--- src/rtl/fifo_sync_flex.sv ---
// Register-based synchronous FIFO for any DEPTH >= 2, with occupancy, almost flags, flush and stats.
// Optional rejected-write counter enabled by defining FIFO_SYNC_FLEX_DROP_COUNT_EN.
module fifo_sync_flex #(
    parameter int unsigned WIDTH        = 8,
    parameter int unsigned DEPTH        = 8,
    parameter int unsigned AFULL_LEVEL  = DEPTH - 1,
    parameter int unsigned AEMPTY_LEVEL = 1
) (
    input  logic                         clk,
    input  logic                         reset,
    input  logic                         flush,
    input  logic                         stats_clear,
    input  logic [WIDTH-1:0]             in_data,
    input  logic                         in_enable,
    output logic                         in_ready,
    output logic [WIDTH-1:0]             out_data,
    output logic                         out_enable,
    input  logic                         out_ready,
    output logic [$clog2(DEPTH+1)-1:0]   count,
    output logic                         almost_full,
    output logic                         almost_empty,
    output logic                         overflow,
    output logic [$clog2(DEPTH+1)-1:0]   max_count
`ifdef FIFO_SYNC_FLEX_DROP_COUNT_EN
    ,
    output logic [15:0]                  drop_count
`endif
);

    localparam int unsigned CW = $clog2(DEPTH + 1);
    localparam int unsigned PW = (DEPTH > 1) ? $clog2(DEPTH) : 1;

    logic [WIDTH-1:0] mem_q [DEPTH];
    logic [PW-1:0]    wr_ptr_q, wr_ptr_d;
    logic [PW-1:0]    rd_ptr_q, rd_ptr_d;
    logic [CW-1:0]    count_q, count_d;
    logic [CW-1:0]    max_count_q, max_count_d;
    logic             overflow_q, overflow_d;
    logic             wr_fire, rd_fire, wr_reject;

    assign in_ready     = (count_q != CW'(DEPTH));
    assign out_enable   = (count_q != '0);
    assign out_data     = mem_q[rd_ptr_q];
    assign count        = count_q;
    assign almost_full  = (count_q >= CW'(AFULL_LEVEL));
    assign almost_empty = (count_q <= CW'(AEMPTY_LEVEL));
    assign overflow     = overflow_q;
    assign max_count    = max_count_q;

    assign wr_fire   = in_enable && in_ready;
    assign rd_fire   = out_enable && out_ready;
    assign wr_reject = in_enable && !in_ready && !flush;

    // Pointer, occupancy and statistics next-state; flush overrides both ports
    always_comb begin
        wr_ptr_d    = wr_ptr_q;
        rd_ptr_d    = rd_ptr_q;
        count_d     = count_q;
        overflow_d  = overflow_q;
        max_count_d = max_count_q;

        if (flush) begin
            wr_ptr_d = '0;
            rd_ptr_d = '0;
            count_d  = '0;
        end else begin
            if (wr_fire) begin
                wr_ptr_d = (wr_ptr_q == PW'(DEPTH - 1)) ? '0 : wr_ptr_q + PW'(1);
            end
            if (rd_fire) begin
                rd_ptr_d = (rd_ptr_q == PW'(DEPTH - 1)) ? '0 : rd_ptr_q + PW'(1);
            end
            case ({wr_fire, rd_fire})
                2'b10:   count_d = count_q + CW'(1);
                2'b01:   count_d = count_q - CW'(1);
                default: count_d = count_q;
            endcase
        end

        if (wr_reject) begin
            overflow_d = 1'b1;
        end else if (stats_clear) begin
            overflow_d = 1'b0;
        end

        if (stats_clear || (count_d > max_count_q)) begin
            max_count_d = count_d;
        end
    end

    always_ff @(posedge clk or posedge reset) begin
        if (reset) begin
            wr_ptr_q    <= '0;
            rd_ptr_q    <= '0;
            count_q     <= '0;
            overflow_q  <= 1'b0;
            max_count_q <= '0;
        end else begin
            wr_ptr_q    <= wr_ptr_d;
            rd_ptr_q    <= rd_ptr_d;
            count_q     <= count_d;
            overflow_q  <= overflow_d;
            max_count_q <= max_count_d;
        end
    end

    // Storage is intentionally not reset
    always_ff @(posedge clk) begin
        if (wr_fire && !flush) begin
            mem_q[wr_ptr_q] <= in_data;
        end
    end

`ifdef FIFO_SYNC_FLEX_DROP_COUNT_EN
    logic [15:0] drop_count_q, drop_count_d;

    assign drop_count = drop_count_q;

    always_comb begin
        drop_count_d = drop_count_q;
        if (wr_reject) begin
            if (drop_count_q != 16'hFFFF) begin
                drop_count_d = drop_count_q + 16'd1;
            end
        end else if (stats_clear) begin
            drop_count_d = '0;
        end
    end

    always_ff @(posedge clk or posedge reset) begin
        if (reset) begin
            drop_count_q <= '0;
        end else begin
            drop_count_q <= drop_count_d;
        end
    end

`ifndef SYNTHESIS
    // Producer must hold in_data stable while stalled
    logic [WIDTH-1:0] stall_data_q;
    logic             stalled_q;

    always_ff @(posedge clk) begin
        stalled_q    <= in_enable && !in_ready && !reset;
        stall_data_q <= in_data;
        if (stalled_q && in_enable && !in_ready && (in_data != stall_data_q)) begin
            $display("fifo_sync_flex warning: in_data changed while stalled at %0t", $time);
        end
    end
`endif
`endif

endmodule
--- config.mk ---
export PLATFORM = sky130hd
export DESIGN_NAME = fifo_sync_flex
export DESIGN_NICKNAME = d
export VERILOG_FILES = /design/src/rtl/fifo_sync_flex.sv
export SDC_FILE = /design/constraint.sdc
export NUM_CORES = 1
export LEC_CHECK = 0
export ABC_AREA = 1
export BUFFER_PORTS_ARGS = -buffer_cell sky130_fd_sc_hd__buf_2
export CAP_MARGIN = 20
export CORE_MARGIN = 2
export CORE_UTILIZATION = 45
export DETAILED_ROUTE_END_ITERATION = 10
export SYNTH_ARGS = -nofsm -noshare
export SYNTH_HDL_FRONTEND = slang
export SYNTH_SLANG_ARGS = --single-unit
--- constraint.sdc ---
create_clock -name clk -period 3.7 [get_ports clk]
set_clock_uncertainty 0.05 [all_clocks]
set_input_delay 0.555 -clock clk [delete_from_list [all_inputs] [get_ports clk]]
set_output_delay 0.555 -clock clk [all_outputs]
set_load 0.05 [all_outputs]
==> results.md <==
- CP Max Fanout: 7
- Initial antenna violation count: 0
- DRC Markers: 0
- Final RePlAce weighted congestion: 0.803
- Placed cell area: 3810 um^2
- Fin util: 0.521
- # IOs: 35
- Sw frac: 0.428
- 1st-iter DRT viols: 125
- Worst-skew pair later-pin latency: 340 ps
- Vias in the first global route: 2340
- Critical path's slowest cell: dfrtp_1
- VDD IR max: 0.323 mV
- CP Data Arrival Time: 3140 ps
- Clock share of power: 0.220
- Net Sw Power: 1.22 mW
- Crit path kind: reg2reg
- Post-synth EDFFs: 64
- Gr ovfl total: 0
- CTS tree: yes
- FP Rows: 32
- Power Dens Cells: 713 nW/um^2
- # Post-CTS Setup Buffers: 0
- CP bufs+invs: 6
- Synth cell types: 23
- Drt first pass iters: 5
- Synth Flop Type: edfxtp_1
- Vias: 2401
- Hold buffers post-CTS: 0
- PortBufs: 34
- Final Cycle Share: 0.797
- Worst Setup End Kind: flip-flop
- Comb power frac: 0.401
- Layout area overhead: 12.7%
- Multi-input logic area: 1080 um^2
- Final Hold Viols: 0
- Cell taking the most area after synthesis: edfxtp_1
- CORE AREA: 7690 um^2
- Synth Net Count: 365
- Final WS setup: 751 ps
- CP peak stage delay: 450 ps
- Global Route Usage Sum: 0.181
- Crit-path leading delay family: adder cells
- Post_cts resized: 0
- DR WL/cell: 14.9 um
- Shortest period the worst path allows: 2950 ps
- Seq cells post-synth: 79
- Max Fclk: 0.339 GHz
- Largest cells by area after synthesis: edfxtp_1 (54%), dfrtp_1 (11%), nand2_1 (7.0%)
- Clk slew on worst S/H paths: 80 ps
- Post-synth ARST share: 0.190
- Mapped Area: 3550 um^2
- CTS Buf Count: 9
- Antenna Cells: 0
- Tot Pwr: 2.86 mW
- Non-Filler Cell Area, Final: 4000 um^2
- List of most frequent post-synthesis cells: nand2_1 (66), edfxtp_1 (64), nor2_1 (57)
- YS warnings: 0
- Count leader, synth: nand2_1
- Leakage: 1.64 nW
- Clock sink count: 79
- Gate Count Post-Synth: 339
- Filler Cell Count: 713
- Post-synth top area share: 0.541
- WL final: 7190 um
- Pins Over Slew Limit: 0
- Crit path launch type: flip-flop
- Crit path top cell by count: nand2_1
- Critical Path RT: 3890 ps
- Syn_area_per_cell: 10.5 um^2
- Outcome: complete, no violations
- Worst slew margin: 0.370
- RSZ-0062 raised after global routing: false
- Vias per inst: 4.97
- Register area share after synthesis: 0.647
- Horiz. Die Dim: 92.8 um
- Max Cap Violations: 0
- Initial Util: 0.462
- First-pass GRT wire length: 11700 um
- Root Buffer: clkbuf_8
- Largest net degree at the start of global routing: 35
- Post-route ant nets: 0
- Clock Tree Buf Depth: 2
- Htree depth: 3
- Fraction of layout instances using a drive strength above 1: 0.168
- Reg area: 2300 um^2
- Count of final setup violators: 0
- DIE AREA: 8620 um^2
- Int Pwr: 1.63 mW
- Flop pwr share: 0.379
- Critical Path, Cell by Cell: inv_1 -> ha_1 -> nand2_2 -> nand2_4 -> inv_2 -> ha_1 -> inv_1 -> o211ai_1 -> a21oi_1 -> inv_1 -> ha_1 -> inv_1 -> nand2_1 -> nand2_1 -> nand2_1 -> nand2_1 -> nand2_1 -> nand2_1 -> inv_1 -> nand2_1 -> nand2_1
- Setup TNS: 0 ps
- Die height: 92.8 um
- Fin nets: 402
- Hold Path Class: in2async
- Worst Tran Pin Value: 942 ps
- HPWL after detailed placement: 4660 um
- Pre-CTS setup slack: 762 ps
-- sequential cells by signal, indices dropped and copies added (netlist names) --
name,cells
wr_ptr_q,3
count,4
rd_ptr_q,3
max_count,4
overflow,1
mem_q,64
-- metrics by stage --
stage                     hold WS (ps)  instances
after floorplan                    406        339
after global placement             441        467
after detailed placement           427        467
after CTS                          219        483
after global routing               262        483
final                              205        483
-- metal layers --
| layer | vias to the layer above | track usage | routed length, um |
|---|---|---|---|
| li1 | 1213 | - | - |
| met1 | 1136 | 0.238 | 3330 |
| met2 | 44 | 0.300 | 3510 |
| met3 | 8 | 0.0277 | 254 |
| met4 | 0 | 0.0735 | 101 |
| met5 | - | 0 | 0 |
-- worst reg2reg max path, cell delays in order (launching register included) --
cell and delay, ps:
dfrtp_1 450, inv_1 140, ha_1 250, nand2_2 110
nand2_4 90, inv_2 50, ha_1 350, inv_1 110
o211ai_1 100, a21oi_1 230, inv_1 80, ha_1 180
inv_1 50, nand2_1 40, nand2_1 50, nand2_1 50
nand2_1 50, nand2_1 40, nand2_1 150, inv_1 100
nand2_1 60, nand2_1 50
-- cells by family (layout without fill, tap and decap cells) --
group,after synthesis,count (layout),share of synthesized area
and+or+nand+nor,143,143,0.167
DFF,79,79,0.647
AOI/OAI and AO/OA,66,66,0.0958
buffers and inverters,39,81,0.0483
adders and majority gates,12,12,0.0423
-- final cells by class --
type | count | area share
clock buffer | 9 | 0.0309
tap | 102 | 0.0319
inverter | 28 | 0.0263
multi-input combinational | 221 | 0.271
sequential | 79 | 0.574
clock inverter | 7 | 0.0181
timing repair buffer | 37 | 0.0481
-- power groups by stage --
stage                     Sequential (mW)  Clock, mW  Combinational (mW)
after global placement               1.10          0                1.14
after detailed placement             1.10          0                1.15
after CTS                            1.08      0.643                1.16
after floorplan                      1.18          0               0.825
after global routing                 1.09      0.674                1.28
final                                1.08      0.628                1.15
-- cell usage in the layout, fill, tap and decap left out --
cell type / Yosys / layout
inv_2: 4 / 4
o21ai_0: 25 / 25
clkinv_4: 0 / 3
nand2_4: 1 / 1
o22ai_2: 1 / 1
nand4_1: 1 / 1
o211ai_1: 1 / 1
nor2_4: 2 / 2
nand3_2: 1 / 1
buf_2: 8 / 34
nand2_2: 4 / 4
clkinv_1: 1 / 3
inv_1: 23 / 23
edfxtp_1: 64 / 64
ha_1: 12 / 12
a21oi_1: 9 / 9
nand2_1: 66 / 66
dfrtp_1: 15 / 15
bufinv_16: 0 / 1
o21ai_1: 30 / 30
inv_6: 0 / 1
or2_0: 1 / 1
nor2_1: 57 / 57
buf_4: 2 / 3
clkbuf_8: 0 / 9
nand3_1: 10 / 10
-- path summary, 6_finish.rpt --
path	startpoint	end	slack, ps	depth (start not counted)
worst max register to register	count[0]	max_count[0]	750	21
worst min register to register	max_count[2]	max_count[2]	450	2
worst max-delay path	count[0]	max_count[0]	750	21
worst min-delay path	reset	max_count[1]	210	2
min in group clk	in_data[0]	mem_q[6][0]	430	1
max in group asynchronous	reset	rd_ptr_q[1]	3020	2
No activity file was read; power rests on OpenSTA's default activity.
